`src/rtl/adc_pipe_pkg.sv`:
```
// Shared definitions for the pipelined add/subtract unit: opcode encodings and the
// slice-width helper used by adc_pipe and adc_pipe_slice.
package adc_pipe_pkg;

   localparam logic ADC_OP_ADD = 1'b0;
   localparam logic ADC_OP_SUB = 1'b1;

   function automatic int unsigned slice_width(input int unsigned width,
                                               input int unsigned stages);
      return width / stages;
   endfunction

endpackage

```
`src/rtl/adc_pipe_slice.sv`:
```
// One carry-chain slice: a SliceW-bit adder with carry-in feeding its stage register
// (sum, carry-out, valid). Data only loads on a valid beat so the outputs hold otherwise.
module adc_pipe_slice
   import adc_pipe_pkg::*;
#(
   parameter int unsigned SliceW = 8
) (
   input  logic              clk,
   input  logic              rst_n,
   input  logic [SliceW-1:0] a_i,
   input  logic [SliceW-1:0] b_i,
   input  logic              ci_i,
   input  logic              valid_i,
   input  logic              ld_i,
   output logic [SliceW-1:0] sum_o,
   output logic              co_o,
   output logic              valid_o
);

   logic [SliceW:0]   sum_d;
   logic [SliceW-1:0] sum_q;
   logic              co_q;
   logic              valid_q;

   assign sum_d = {1'b0, a_i} + {1'b0, b_i} + {{SliceW{1'b0}}, ci_i};

   always_ff @(posedge clk or negedge rst_n) begin
      if (!rst_n) begin
         sum_q   <= '0;
         co_q    <= 1'b0;
         valid_q <= 1'b0;
      end else begin
         if (ld_i) begin
            valid_q <= valid_i;
         end
         if (ld_i && valid_i) begin
            sum_q <= sum_d[SliceW-1:0];
            co_q  <= sum_d[SliceW];
         end
      end
   end

   assign sum_o   = sum_q;
   assign co_o    = co_q;
   assign valid_o = valid_q;

endmodule

```
`src/rtl/adc_pipe.sv`:
```
// Pipelined WIDTH-bit add/subtract with carry/borrow-in, split into STAGES registered
// carry slices with valid/ready on both sides. ADC_PIPE_FLAGS_EN adds OV and Z outputs.
module adc_pipe
   import adc_pipe_pkg::*;
#(
   parameter int unsigned WIDTH  = 32,
   parameter int unsigned STAGES = 4
) (
   input  logic             clk,
   input  logic             rst_n,
   input  logic             in_valid,
   output logic             in_ready,
   input  logic [WIDTH-1:0] A,
   input  logic [WIDTH-1:0] B,
   input  logic             C0,
   input  logic             SUB,
   output logic             out_valid,
   input  logic             out_ready,
   output logic [WIDTH-1:0] S,
`ifdef ADC_PIPE_FLAGS_EN
   output logic             OV,
   output logic             Z,
`endif
   output logic             Co
);

   localparam int unsigned SW = slice_width(WIDTH, STAGES);

   if (WIDTH % STAGES != 0) begin : g_bad_width
      $error("adc_pipe: WIDTH must be a multiple of STAGES");
   end

   // Subtract is A + ~B + ~C0, so the borrow-in is inverted along with B.
   logic [WIDTH-1:0] a_eff;
   logic [WIDTH-1:0] b_eff;
   logic             c_eff;

   assign a_eff = A;
   assign b_eff = (SUB == ADC_OP_SUB) ? ~B : B;
   assign c_eff = (SUB == ADC_OP_SUB) ? ~C0 : C0;

   logic [STAGES-1:0] v;
   logic [STAGES-1:0] v_in;
   logic [STAGES-1:0] ld;
   logic [STAGES-1:0] co;
   logic [SW-1:0]     slice_s [STAGES];

   // Per-stage beat context: operands still to be added and result bits already done.
   logic [WIDTH-1:0] a_q   [STAGES];
   logic [WIDTH-1:0] b_q   [STAGES];
   logic [WIDTH-1:0] lo_q  [STAGES];
   logic [WIDTH-1:0] sum_w [STAGES];
   logic [WIDTH-1:0] src_a [STAGES];
   logic [WIDTH-1:0] src_b [STAGES];
   logic [WIDTH-1:0] src_lo[STAGES];

   // A stage may load when empty or when everything downstream moves; bubbles collapse.
   always_comb begin
      logic rdy;
      rdy = out_ready;
      ld  = '0;
      for (int k = int'(STAGES) - 1; k >= 0; k--) begin
         ld[k] = !v[k] || rdy;
         rdy   = ld[k];
      end
   end

   assign in_ready = ld[0];

   always_comb begin
      v_in      = '0;
      v_in[0]   = in_valid;
      src_a[0]  = a_eff;
      src_b[0]  = b_eff;
      src_lo[0] = '0;
      for (int k = 1; k < int'(STAGES); k++) begin
         v_in[k]   = v[k-1];
         src_a[k]  = a_q[k-1];
         src_b[k]  = b_q[k-1];
         src_lo[k] = sum_w[k-1];
      end
   end

   always_comb begin
      for (int k = 0; k < int'(STAGES); k++) begin
         sum_w[k]             = lo_q[k];
         sum_w[k][k*SW +: SW] = slice_s[k];
      end
   end

   always_ff @(posedge clk or negedge rst_n) begin
      if (!rst_n) begin
         for (int k = 0; k < int'(STAGES); k++) begin
            a_q[k]  <= '0;
            b_q[k]  <= '0;
            lo_q[k] <= '0;
         end
      end else begin
         for (int k = 0; k < int'(STAGES); k++) begin
            if (ld[k] && v_in[k]) begin
               a_q[k]  <= src_a[k];
               b_q[k]  <= src_b[k];
               lo_q[k] <= src_lo[k];
            end
         end
      end
   end

   for (genvar k = 0; k < int'(STAGES); k++) begin : g_slice
      logic [SW-1:0] sa;
      logic [SW-1:0] sb;
      logic          sc;

      if (k == 0) begin : g_first
         assign sa = a_eff[SW-1:0];
         assign sb = b_eff[SW-1:0];
         assign sc = c_eff;
      end else begin : g_rest
         assign sa = a_q[k-1][k*SW +: SW];
         assign sb = b_q[k-1][k*SW +: SW];
         assign sc = co[k-1];
      end

      adc_pipe_slice #(
         .SliceW(SW)
      ) u_slice (
         .clk    (clk),
         .rst_n  (rst_n),
         .a_i    (sa),
         .b_i    (sb),
         .ci_i   (sc),
         .valid_i(v_in[k]),
         .ld_i   (ld[k]),
         .sum_o  (slice_s[k]),
         .co_o   (co[k]),
         .valid_o(v[k])
      );
   end

   assign out_valid = v[STAGES-1];
   assign S         = sum_w[STAGES-1];
   assign Co        = co[STAGES-1];

`ifdef ADC_PIPE_FLAGS_EN
   // b_q holds the effective (possibly inverted) B, so one rule covers add and subtract.
   logic a_sign;
   logic b_sign;

   assign a_sign = a_q[STAGES-1][WIDTH-1];
   assign b_sign = b_q[STAGES-1][WIDTH-1];
   assign OV     = out_valid && (a_sign == b_sign) && (S[WIDTH-1] != a_sign);
   assign Z      = out_valid && (S == '0);
`endif

endmodule

```
`config.mk`:
```
export PLATFORM = sky130hd
export DESIGN_NAME = adc_pipe
export DESIGN_NICKNAME = d
export VERILOG_FILES = /design/src/rtl/adc_pipe_pkg.sv /design/src/rtl/adc_pipe_slice.sv /design/src/rtl/adc_pipe.sv
export SDC_FILE = /design/constraint.sdc
export NUM_CORES = 1
export LEC_CHECK = 0
export ABC_CLOCK_PERIOD_IN_PS = 3350
export CAP_MARGIN = 5
export CORE_ASPECT_RATIO = 1.2
export CORE_UTILIZATION = 30
export DETAILED_ROUTE_END_ITERATION = 12
export GPL_ROUTABILITY_DRIVEN = 0
export GPL_TIMING_DRIVEN = 0
export RECOVER_POWER = 25
export SLEW_MARGIN = 20
export SYNTH_ARGS = -nofsm -noshare
export SYNTH_HDL_FRONTEND = slang
export SYNTH_HIERARCHICAL = 1
export SYNTH_SLANG_ARGS = --single-unit
```
`constraint.sdc`:
```
create_clock -name clk -period 3.35 [get_ports clk]
set_input_delay 0.5025 -clock clk [delete_from_list [all_inputs] [get_ports clk]]
set_output_delay 0.5025 -clock clk [all_outputs]
set_load 0.02 [all_outputs]
```
=== Word-level counts from Yosys, hierarchy flattened ===
Cells that the tools add are included.

* Register bits: 280
* Word-level logic and storage cells: 45

* Add/sub/neg operators: 8
* Muxes and demuxes: 2
* Bitwise operators: 2
* Reduce and logical (&&, ||, !) cells: 12

{| class="wikitable"
|+ Operators by type and width
! operator !! count
|-
| $add A8 B8 Y9 || 4
|-
| $add A9 B1 Y9 || 4
|-
| $mux W32 || 1
|-
| $not A32 Y32 || 1
|-
| $logic_and A1 B1 Y1 || 4
|-
| $logic_not A1 Y1 || 4
|-
| $logic_or A1 B1 Y1 || 4
|-
| $mux W1 || 1
|-
| $not A1 Y1 || 1
|}

=== Depth between registers and ports, before layout ===
* Depth in word-level cells: 6
* Mapped depth: 9
* Depth with buffers taken out: 7

=== By module ===
The synthesis kept the hierarchy.

{| class="wikitable"
|+ Modules (own cells, without submodules)
! module !! instances !! cells each !! area an instance (um^2)
|-
| adc_pipe || 1 || 372 || 5940.7
|-
| adc_pipe_slice at g_slice[1].u_slice ... || 2 || 69 || 726.9
|-
| adc_pipe_slice at g_slice[3].u_slice || 1 || 73 || 729.4
|-
| adc_pipe_slice at g_slice[0].u_slice || 1 || 73 || 719.4
|}

=== Least setup slack after synthesis ===
Ideal clock, no wire load.

* Path kind: input -> register
* Start: in SUB
* End: reg g_slice[0].u_slice.sum_q[6]
* Data arrival time: 2.547 ns
* Required time: 3.224 ns
* Path slack: 0.677 ns
* Stages on the path: 9
* Path buffers: 2
* Cells stage by stage: clkbuf_1 > buf_2 > xor2_1 > fa_1 > fa_1 > a211oi_1 > o21bai_1 > mux2i_1 > o21ai_0

* Longest elaborated chain between the ends: 3
* Elaborated cells on any way between the ends: 4

{| class="wikitable"
|+ Ends and longest elaborated chain
! element !! line !! RTL
|-
| from (decl) || adc_pipe.sv:16 || <nowiki>input logic SUB,</nowiki>
|-
| $mux W32 || adc_pipe.sv:39 || <nowiki>assign b_eff = (SUB == ADC_OP_SUB) ? ~B : B;</nowiki>
|-
| via b_eff[0] || adc_pipe.sv:35 || <nowiki>logic [WIDTH-1:0] b_eff;</nowiki>
|-
| $add A8 B8 Y9 || adc_pipe_slice.sv:25 || <nowiki>assign sum_d = {1'b0, a_i} + {1'b0, b_i} + {{SliceW{1'b0}}, ci_i};</nowiki>
|-
| $add A9 B1 Y9 || adc_pipe_slice.sv:25 ||
|-
| to (signal assigned) || adc_pipe_slice.sv:37 || <nowiki>sum_q <= sum_d[SliceW-1:0];</nowiki>
|-
| to (decl) || adc_pipe_slice.sv:21 || <nowiki>logic [SliceW-1:0] sum_q;</nowiki>
|}

The timed path passes the listed nets, and every way through them passes these cells.
A chain may end at the register's enable or synchronous reset.

=== Worst setup path after layout ===
Ends and elaborated chain as after synthesis.

==> run_results.csv <==
group,metric,value,unit
global_route,antenna_found_initial,0,
floorplan,die_h,190,um
sta,relSlewSlack,-14.0,%
clock_tree,path_clk_slew,0.07,ns
drt,via_per_inst,4.53,
clock_tree,clock_sinks,184,
layout,final_area,11000,um2
hold_path,holdCritPathClass,"reg -> reg",
yosys,syn_avg_cell_area,13.5,um2
critical_path,path_class,"in -> reg",
floorplan,ios,105,
layout,final_cell_mix,"184 x dfrtp_1, 132 x mux2_2, 102 x clkdlybuf4s50_1",
clock_tree,ctsRootBufferMaster,"clkbuf_16",
layout,drive_above_1_share,30.2,%
placed_design,io_buffer_count,103,
power,ir_drop,0.000371,V
status,outcome,"finished, violations left",
clock_tree,ctsResizeCount,0,
global_route,grt_max_degree,85,
drt,wire_per_inst,15.3,um
sta,period_needed,2.72,ns
power,powerDensity,772,nW/um2
sta,whs,0.481,ns
critical_path,cp_max_fo,10,
critical_path,worst_ep_required_time,3.67,ns
global_route,grt_pass1_wl,29500,um
yosys,synth-edff-count,0,
layout,num-fill-cells,2754,
sta,rsz0062_at_grt,"false",
floorplan,die_width,159,um
drt,ant_nets,0,
sta,clock.fmax,368,MHz
clock_tree,cts_buffers,17,
sta,hold_viol,0,
drt,drt_wl_total,18000,um
drt,vias,5339,
sta,slew_viol_final,67,
floorplan,initial_core_util,30.7,%
critical_path,critPathCaptureType,"flop",
global_route,track_usage,12.6,%
yosys,syn_nets,762,
sta,worst_pin_slew,1.71,ns
drt,firstDrtPassIters,4,
floorplan,core,28800,um2
global_route,grt_pass1_vias,5687,
status,violations,"capacitance limit, slew limit",
sta,setup-violations-final,0,
global_route,overflow,0,
placed_design,placed_cell_area,10400,um2
floorplan,rows,68,
yosys,ys.flop_type,"dfrtp_1",
placed_design,place_ws,0.113,ns
placed_design,dp_hpwl,13800,um
sta,finalCritPeriodShare,81.1,%
job,maxCapViolCount,1,
sta,skew,0.0111,ns
clock_tree,cts_tree,"yes",
floorplan,die_area,30200,um2
sta,fin_ws,0.633,ns
layout,layout_commonest_cell,"dfrtp_1",
critical_path,crit_arrival,3.03,ns
yosys,ys_ff_latch,184,
layout,nets,887,
yosys,yosysUniqueCellTypes,49,
drt,drc_errors,0,
yosys,async_flop_share,100,%
yosys,yosys_warnings,6,
power,p_leak,0.00465,uW
layout,synthToLayoutAreaGrowth,24.1,%
clock_tree,clk_path_buf_depth,2,
yosys,synth_area,8840,um2
layout,antenna_cells,0,
clock_tree,htree_levels,4,
clock_tree,clock_latency,0.44,ns
yosys,syn_inst,656,
critical_path,worst_setup_path_start_kind,"input pin",
drt,drtIter0Drc,163,
yosys,seq_area_frac_synth,52.1,%
sta,tns,0,ns
## per-layer routing
layer	vias to the layer above	part of all wire [%]	GRT usage [%]	wire length [um]
met5	-	0	0	0
met4	0	1.3	4.18	226
met3	15	2.5	2.66	441
met2	69	51	22.3	9200
met1	2651	45	15.2	8130
li1	2604	-	-	-
## flip-flops by register name (all words and copies together) (netlist names)
name	flops
g_slice.u_slice/sum_o	32
g_slice.u_slice/co_o	4
g_slice.u_slice/valid_o	4
S	24
lo_q	24
b_q	48
a_q	48
## Yosys cell counts, types with 5 or more instances
| library cell | number | share of area [%] |
|---|---|---|
| a21oi_1 | 10 | 0.57 |
| o21bai_1 | 7 | 0.59 |
| xnor2_1 | 6 | 0.59 |
| nand2_1 | 23 | 0.98 |
| o21a_1 | 7 | 0.59 |
| a211oi_1 | 16 | 1.4 |
| buf_4 | 28 | 2.4 |
| a21o_1 | 7 | 0.59 |
| ha_1 | 28 | 4.0 |
| inv_1 | 5 | 0.21 |
| nor3_1 | 9 | 0.51 |
| buf_6 | 6 | 0.76 |
| dfrtp_1 | 184 | 52 |
| nor3b_1 | 11 | 0.93 |
| fa_1 | 8 | 1.8 |
| o31ai_1 | 8 | 0.68 |
| xor2_1 | 37 | 3.7 |
| nor2_1 | 13 | 0.55 |
| mux2_2 | 132 | 17 |
| mux2_4 | 20 | 3.4 |
| o21ai_0 | 27 | 1.5 |
| clkbuf_1 | 5 | 0.21 |
| buf_2 | 10 | 0.57 |
## timing repair
action | CTS | global route
endpoints found under the hold margin | 34 | 0
buffers inserted | 0 | 0
hold buffers | 1 | 0
## cell type report
type                       instances  area [um2]  area share [%]
buffer                            50         350            3.19
inverter                           5        18.8           0.171
clock inverter                    14         128            1.16
multi-input combinational        417        3870            35.3
sequential                       184        4600            42.0
clock buffer                      18         439            4.00
timing repair buffer             106        1080            9.83
tap                              385         482            4.39
## final timing paths
check                           cells past startpoint                     endpoint  slack [ns]                   startpoint
worst min register to register                      2  g_slice[3].u_slice/sum_o[6]        0.48  g_slice[3].u_slice/sum_o[6]
max in group asynchronous                           4                      b_q[84]        0.77                        rst_n
min in group asynchronous                           2  g_slice[0].u_slice/sum_o[0]        0.52                        rst_n
worst min-delay path                                2  g_slice[3].u_slice/sum_o[6]        0.48  g_slice[3].u_slice/sum_o[6]
worst max-delay path                                9  g_slice[0].u_slice/sum_o[6]        0.63                          SUB
worst max register to register                      6      g_slice[3].u_slice/co_o        0.92                      b_q[56]
## power by group
| group | internal, uW | switching (uW) |
|---|---|---|
| Sequential | 2960 | 433 |
| Combinational | 1750 | 1400 |
| Clock | 1000 | 930 |
## per-stage QoR
| stage | instances | power [uW] | utilization [%] |
|---|---|---|---|
| final | 1179 | 8470 | 38.0 |
| after global placement | 1144 | 6560 | 35.9 |
| after global routing | 1179 | 9030 | 38.0 |
| after detailed placement | 1146 | 6640 | 36.1 |
| after CTS | 1179 | 8600 | 38.1 |
| after floorplan | 656 | 5550 | - |
## kinds of logic after synthesis
group	Yosys count	synth area share, %
multiplexers	155	20.5
AO/OA/AOI/OAI	102	8.04
AND/OR/NAND/NOR	81	5.15
flip-flops	184	52.1
adder cells (fa/ha/maj)	36	5.77
buffers and inverters	55	4.17
XOR/XNOR	43	4.26
## worst max-delay path: stages
cell	delay [ns]
clkbuf_1	0.41
buf_2	0.40
xor2_1	0.15
fa_1	0.46
fa_1	0.45
a211oi_1	0.26
o21bai_1	0.14
mux2i_1	0.17
o21ai_0	0.08
Note: power is estimated with default switching activity, not from simulation.
